<file path="src/rtl/text_overlay_renderer.sv">
// Text overlay renderer: maps the scan position to a 16-column character window,
// fetches glyph rows from a synchronous font ROM and emits a 3-stage aligned pixel overlay.
module text_overlay_renderer #(
  parameter int          X0           = 192,
  parameter int          Y0           = 240,
  parameter int          ROWS         = 1,
  parameter int          BLINK_FRAMES = 30,
  parameter logic [11:0] FG_RGB       = 12'hFFF
) (
  input  logic        clk,
  input  logic        reset,
  input  logic        video_on,
  input  logic        hsync_in,
  input  logic        vsync_in,
  input  logic [9:0]  pixel_x,
  input  logic [9:0]  pixel_y,
  output logic [7:0]  char_xy,
  input  logic [6:0]  char_code,
  output logic [10:0] font_addr,
  input  logic [7:0]  font_word,
  input  logic        hl_en,
  input  logic [3:0]  hl_first,
  input  logic [3:0]  hl_last,
  output logic        text_on,
  output logic [11:0] text_rgb,
  output logic        video_on_out,
  output logic        hsync_out,
  output logic        vsync_out
);

  localparam logic [10:0] X_LO = 11'(X0);
  localparam logic [10:0] X_HI = 11'(X0 + 128);
  localparam logic [10:0] Y_LO = 11'(Y0);
  localparam logic [10:0] Y_HI = 11'(Y0 + 16 * ROWS);
  localparam int          FCW  = (BLINK_FRAMES > 1) ? $clog2(BLINK_FRAMES) : 1;
  localparam logic [FCW-1:0] F_LAST = FCW'(BLINK_FRAMES - 1);

  logic [6:0] dx;
  logic [7:0] dy;
  logic       in_win;

  // Only the low offset bits are needed once the window test has passed.
  assign dx = 7'(pixel_x - 10'(X0));
  assign dy = 8'(pixel_y - 10'(Y0));
  assign in_win = video_on
                && ({1'b0, pixel_x} >= X_LO) && ({1'b0, pixel_x} < X_HI)
                && ({1'b0, pixel_y} >= Y_LO) && ({1'b0, pixel_y} < Y_HI);

  logic       s1_in, s1_vid, s1_hs, s1_vs;
  logic [2:0] s1_bit;
  logic [3:0] s1_line, s1_col;

  // NOTE: every pipeline register uses <= so all stages sample the previous-cycle values.
  always_ff @(posedge clk) begin
    if (reset) begin
      char_xy <= 8'h00;
      s1_in   <= 1'b0;
      s1_bit  <= 3'd0;
      s1_line <= 4'd0;
      s1_col  <= 4'd0;
      s1_vid  <= 1'b0;
      s1_hs   <= 1'b0;
      s1_vs   <= 1'b0;
    end else begin
      char_xy <= in_win ? {dy[7:4], dx[6:3]} : 8'h00;
      s1_in   <= in_win;
      s1_bit  <= dx[2:0];
      s1_line <= dy[3:0];
      s1_col  <= dx[6:3];
      s1_vid  <= video_on;
      s1_hs   <= hsync_in;
      s1_vs   <= vsync_in;
    end
  end

  assign font_addr = {char_code, s1_line};

  logic       s2_in, s2_hl, s2_vid, s2_hs, s2_vs;
  logic [2:0] s2_bit;

  always_ff @(posedge clk) begin
    if (reset) begin
      s2_in  <= 1'b0;
      s2_hl  <= 1'b0;
      s2_bit <= 3'd0;
      s2_vid <= 1'b0;
      s2_hs  <= 1'b0;
      s2_vs  <= 1'b0;
    end else begin
      s2_in  <= s1_in;
      s2_hl  <= hl_en && (s1_col >= hl_first) && (s1_col <= hl_last);
      s2_bit <= s1_bit;
      s2_vid <= s1_vid;
      s2_hs  <= s1_hs;
      s2_vs  <= s1_vs;
    end
  end

  logic       vsync_prev, blink_phase;
  logic [FCW-1:0] frame_cnt;

  always_ff @(posedge clk) begin
    if (reset) begin
      vsync_prev  <= 1'b0;
      frame_cnt   <= '0;
      blink_phase <= 1'b0;
    end else begin
      vsync_prev <= vsync_in;
      if (vsync_in && !vsync_prev) begin
        if (frame_cnt == F_LAST) begin
          frame_cnt   <= '0;
          blink_phase <= ~blink_phase;
        end else begin
          frame_cnt <= frame_cnt + 1'b1;
        end
      end
    end
  end

  logic pix, lit;

  // Highlighted cells invert during the lit blink phase, so the cell background glows.
  assign pix = font_word[3'd7 - s2_bit];
  assign lit = s2_in & (pix ^ (s2_hl & blink_phase));

  always_ff @(posedge clk) begin
    if (reset) begin
      text_on      <= 1'b0;
      text_rgb     <= 12'h000;
      video_on_out <= 1'b0;
      hsync_out    <= 1'b0;
      vsync_out    <= 1'b0;
    end else begin
      text_on      <= lit;
      text_rgb     <= lit ? FG_RGB : 12'h000;
      video_on_out <= s2_vid;
      hsync_out    <= s2_hs;
      vsync_out    <= s2_vs;
    end
  end

endmodule

</file>
<file path="config.mk">
export PLATFORM = sky130hd
export DESIGN_NAME = text_overlay_renderer
export DESIGN_NICKNAME = d
export VERILOG_FILES = /design/src/rtl/text_overlay_renderer.sv
export SDC_FILE = /design/constraint.sdc
export NUM_CORES = 1
export LEC_CHECK = 0
export ABC_AREA = 1
export ABC_CLOCK_PERIOD_IN_PS = 3100
export CORE_UTILIZATION = 44
export DETAILED_ROUTE_END_ITERATION = 7
export GPL_ROUTABILITY_DRIVEN = 1
export PLACE_DENSITY = 0.85
export RECOVER_POWER = 50
export SYNTH_ARGS = -nofsm -noshare
export SYNTH_HDL_FRONTEND = slang
export SYNTH_SLANG_ARGS = --single-unit
</file>
<file path="constraint.sdc">
create_clock -name clk -period 3.1 [get_ports clk]
set_clock_uncertainty 0.05 [all_clocks]
set_input_delay 0.62 -clock clk [delete_from_list [all_inputs] [get_ports clk]]
set_output_delay 0.62 -clock clk [all_outputs]
set_load 0.03 [all_outputs]
</file>
==> results of run 1 <==
layout make-up:
type | instances | area, um2
clock buffer | 5 | 68.82
clock inverter | 2 | 35.03
fill | 313 | 1300
inverter | 54 | 202.7
multi-input combinational | 109 | 616.8
sequential | 41 | 820.8
tap | 48 | 60.06
timing repair buffer | 70 | 694.4
per-stage QoR:
stage | util (%) | instances | power [mW]
after floorplan | - | 226 | 0.6518
after global placement | 63.47 | 322 | 0.7064
after detailed placement | 63.47 | 322 | 0.7105
after CTS | 66.21 | 329 | 1.119
after global routing | 65.78 | 329 | 1.162
final | 65.78 | 329 | 1.107
cell families after synthesis:
kind of cell | after synthesis | synth area share [%]
and+or+nand+nor | 84 | 22.21
buffers and inverters | 76 | 20.07
DFF | 41 | 45.24
adders and majority gates | 11 | 7.586
AOI/OAI and AO/OA | 9 | 2.759
xor gates and xnor gates | 4 | 1.931
other | 1 | 0.2067
placed cells by master, fill, tap and decap left out, types with 2 or more instances in the layout:
master           count
clkdlybuf4s50_1     66
inv_1               54
nor2_1              41
dfxtp_1             41
nand2_1             22
nand3_1             12
ha_1                11
clkbuf_8             5
a21oi_1              4
xnor2_1              3
o21ai_0              3
dlygate4sd3_1        3
nor2_4               2
worst reg2reg max path, cell delays in order, from the launching register on:
cell	delay (ps)
dfxtp_1	340
ha_1	310
nand3_1	100
o211ai_1	170
o21ai_0	120
nand2_1	80
nor2_1	40
registers in the layout (all words and copies together) (netlist names), 3 cells and up:
register / flops
char_xy: 8
frame_cnt: 5
s1_col: 4
s1_line: 4
s1_bit: 3
s2_bit: 3
routing by layer:
| layer | up-vias | part of all wire (%) | GRT usage, % |
|---|---|---|---|
| met5 | - | 0 | 0 |
| met4 | 0 | 1.2 | 7.713 |
| met3 | 5 | 7.2 | 7.069 |
| met2 | 58 | 51 | 30.61 |
| met1 | 611 | 41 | 17.53 |
| li1 | 750 | - | - |
power breakdown:
part           switching (mW)  internal [mW]
combinational          0.0635         0.0807
sequential            0.00897          0.544
clock                   0.175          0.234
final timing paths:
kind / endpoint / startpoint / depth (start not counted)
setup reg to reg: s2_hl$_SDFF_PP0_ / s1_col[2]$_SDFF_PP0_ / 6
hold reg to reg: s2_hs$_SDFF_PP0_ / s1_hs$_SDFF_PP0_ / 2
setup / recovery: text_rgb[3] / text_rgb[10]$_SDFF_PP0_ / 1
hold / removal: s2_hs$_SDFF_PP0_ / s1_hs$_SDFF_PP0_ / 2
==> out/results.ini, run 1 <==
[place]
place_ws_ps = 828.6
io_buffers = 69
postPlaceCellArea_um2 = 2411
dp_hpwl_um = 2572
gp_congestion = 0.7490

[drt]
wl_per_cell_um = 10.30
dr.pass1.iters = 5
via_per_inst = 4.328
vias = 1424
drt_iter0_drc = 55
ant_nets = 0
wl_um = 3390
drc = 0

[sta]
min_period_ps = 2219
final_critical_path_setup_slack_ps = 881.4
finalMaxSlewViolations = 0
final.setup.tns_ps = 0
worstMarginPinSlew_ps = 728.7
slew_headroom_pct = 51.26
whs_ps = 353.9
final_hold_viol_count = 0
period_share_pct = 71.57
rsz0062_at_grt = no
final-setup-viol-count = 0
clock.fmax_mhz = 450.7

[grt]
grt_overflow = 0
antenna_found_initial = 0
grtUsageTotal_pct = 17.25
grt_pass1_wl_um = 5547
grt_pass1_vias = 1358
grt_max_degree = 20

[worst_setup_path]
crit_family = buffers and inverters
start_kind = flip-flop
crit_type = flip-flop to primary output
cp-end-kind = primary output
crit_fanout = 13
arrival_ps = 1550
path_cells = clkdlybuf4s50_1
timing.critical_path.buf_inv = 1
max_stage_delay_ps = 740
cpMaxStageDelayCell = clkdlybuf4s50_1
crit_required_ps = 2430
r2r_setup_slack_ps = 1800

[synth]
syn_area_um2 = 1814
ys_types = 25
synth_edf_count = 0
synthTopCellsByCount = inv_1 (54), dfxtp_1 (41), nor2_1 (41)
yosys_warnings = 0
ys_seq_area_share_pct = 45.24
syn_area_per_cell_um2 = 8.028
synth.top_cell.area_share_pct = 45.24
synth_most_common_cell = inv_1
synth_area_leader_cell = dfxtp_1
synth_ff_type = dfxtp_1
synth-seq-cells = 41
synthTopCellsByArea = dfxtp_1 (45%), inv_1 (11%), nor2_1 (8.5%), buf_4 (7.9%), ha_1 (7.6%)
synthCells = 226
synth_fp_nets = 286
ys_async_sr_fraction_pct = 0

[layout]
stdcell_area_um2 = 2499
finalNetCount = 341
drive_above_1_share_pct = 4.626
areaGrowthSynthToFinish_pct = 37.72
antenna_cells_inserted = 0

[die]
die_w_um = 66.21
dieHeight_um = 66.21
dieArea_um2 = 4384
io_pins = 84
initial_core_util_pct = 47.76
coreArea_um2 = 3799
num_rows = 22

[clock_network]
clock_path_buffers = 2
ctsHoldBuffers = 0
root_buffer = clkbuf_8
cts_tree = built
cts_resized = 0
clock-sinks = 41
post_cts_buffers = 0
clk_pin_slew_ps = 70
clkLatencyLatePin_ps = 290
numCtsBuffers = 5
htreeDepth = 2

[hold_path]
min_path_type = flip-flop to flip-flop

[power]
ir_worst_vdd_mv = 0.2555
p_leak_nw = 1.177
power_density_nw_per_um2 = 443.0

[status]
status = completed

[job]
drv_cap = 0

(Power assumes the default switching activity.)
==> run 2: changes to the inputs <==
Settings changed: ABC_CLOCK_PERIOD_IN_PS 3100 to 2200, CORE_UTILIZATION 44 to 41, PLACE_DENSITY 0.85 to 0.8.
Clock period 3.1 ns to 2.2 ns, I/O delays scaled along.
==> out/results.ini, run 2 (same netlist as run 1, synthesis figures left out) <==
[status]
status = completed

[place]
io_buffers = 69
gp_congestion = 0.7972
dp_hpwl_um = 2376
place_inst = 325
postPlaceCellArea_um2 = 2421

[worst_setup_path]
cp-end-kind = primary output
cpMaxStageDelayCell = clkdlybuf4s50_1
path_cells = clkdlybuf4s50_1
crit_required_ps = 1710
start_kind = flip-flop
crit_family = buffers and inverters
crit_start = text_rgb[10]$_SDFF_PP0_
timing.critical_path.buf_inv = 1
rr_startpoint = s1_col[3]$_SDFF_PP0_
max_stage_delay_ps = 740
crit_type = flip-flop to primary output
crit_fanout = 13
arrival_ps = 1550

[drt]
drt_iter0_drc = 33
ant_nets = 0
via_per_inst = 4.225
drc = 0
wl_um = 2978
wl_per_cell_um = 8.943
vias = 1407
dr.pass1.iters = 2

[clock_network]
clock_path_buffers = 2
htreeDepth = 2
cts_tree = built
clock-sinks = 41
clk_pin_slew_ps = 80
cts_resized = 0
numCtsBuffers = 5
post_cts_buffers = 0
clkLatencyLatePin_ps = 280
root_buffer = clkbuf_8
ctsHoldBuffers = 0

[grt]
busiest_layer = met2
grt_pass1_wl_um = 5064
grtUsageMet1_pct = 14.69
grt_pass1_vias = 1320
grt_use_met3_pct = 6.743
grt_max_degree = 15
grt_overflow = 0
antenna_found_initial = 0
grt_use_met2_pct = 26.96
grtUsageTotal_pct = 14.61

[layout]
areaGrowthSynthToFinish_pct = 38.55
top_regs = char_xy x8, frame_cnt x5
finalNetCount = 342
fin_util_pct = 61.08
regMostFlops = char_xy
largest_reg_flops = 8
stdcell_area_um2 = 2514
final_cell_mix = clkdlybuf4s50_1 (68), inv_1 (54), nor2_1 (41), dfxtp_1 (41), nand2_1 (22)
final_common_cell = clkdlybuf4s50_1
drive_above_1_share_pct = 4.947
antenna_cells_inserted = 0
final_cells = 333

[power]
p_total_mw = 1.570
power_density_nw_per_um2 = 624.8
p_leak_nw = 1.178
ir_worst_vdd_mv = 0.4899

[sta]
slew_headroom_pct = 59.92
final_hold_viol_count = 0
min_period_ps = 2038
finalMaxSlewViolations = 0
final.setup.tns_ps = 0
final-setup-viol-count = 0
clock.fmax_mhz = 490.7
period_share_pct = 92.64
worstMarginPinSlew_ps = 601.2
rsz0062_at_grt = no

[hold_path]
min_path_type = flip-flop to flip-flop
min_from = s1_bit[1]$_SDFF_PP0_

[die]
dieArea_um2 = 4695
coreArea_um2 = 4115
num_rows = 23
dieHeight_um = 68.52
initial_core_util_pct = 44.09
io_pins = 84
die_w_um = 68.52

[job]
drv_cap = 0

run 2: changes by cell type in the layout (fill, tap and decap cells not counted), sizes merged:
cell,delta
clkbuf,+1
clkdlybuf4s50,+2
dlygate4sd3,-2
inv,+1
run 2: stage by stage:
step	setup slack, ps	hold WS (ps)
finish	162.0	355.0
detailed placement	337.8	345.8
floorplan	793.8	338.3
CTS	134.7	354.5
global route	35.95	377.4
global placement	382.1	339.4
run 2: area by class of cell:
type	count	area, um2
timing repair buffer	71	698.2
sequential	41	820.8
inverter	54	202.7
clock buffer	5	68.82
multi-input combinational	109	616.8
clock inverter	3	43.79
tap	50	62.56
fill	389	1602
run 2: path summary, 6_finish.rpt:
path / endpoint / slack (ps) / depth (start not counted)
max: text_rgb[11] / 160 / 1
min: s2_bit[1]$_SDFF_PP0_ / 350 / 2
max reg2reg: s2_hl$_SDFF_PP0_ / 930 / 6
min reg2reg: s2_bit[1]$_SDFF_PP0_ / 350 / 2
run 2: power breakdown:
part,total (mW),internal (mW),switching [mW]
sequential,0.780,0.767,0.0126
clock,0.591,0.340,0.251
combinational,0.200,0.114,0.0857
run 2: metal layers:
metal	routed length [um]	part of all wire, %
met5	0	0
met1	1210	41
met2	1425	48
met3	309	10
met4	32	1.1
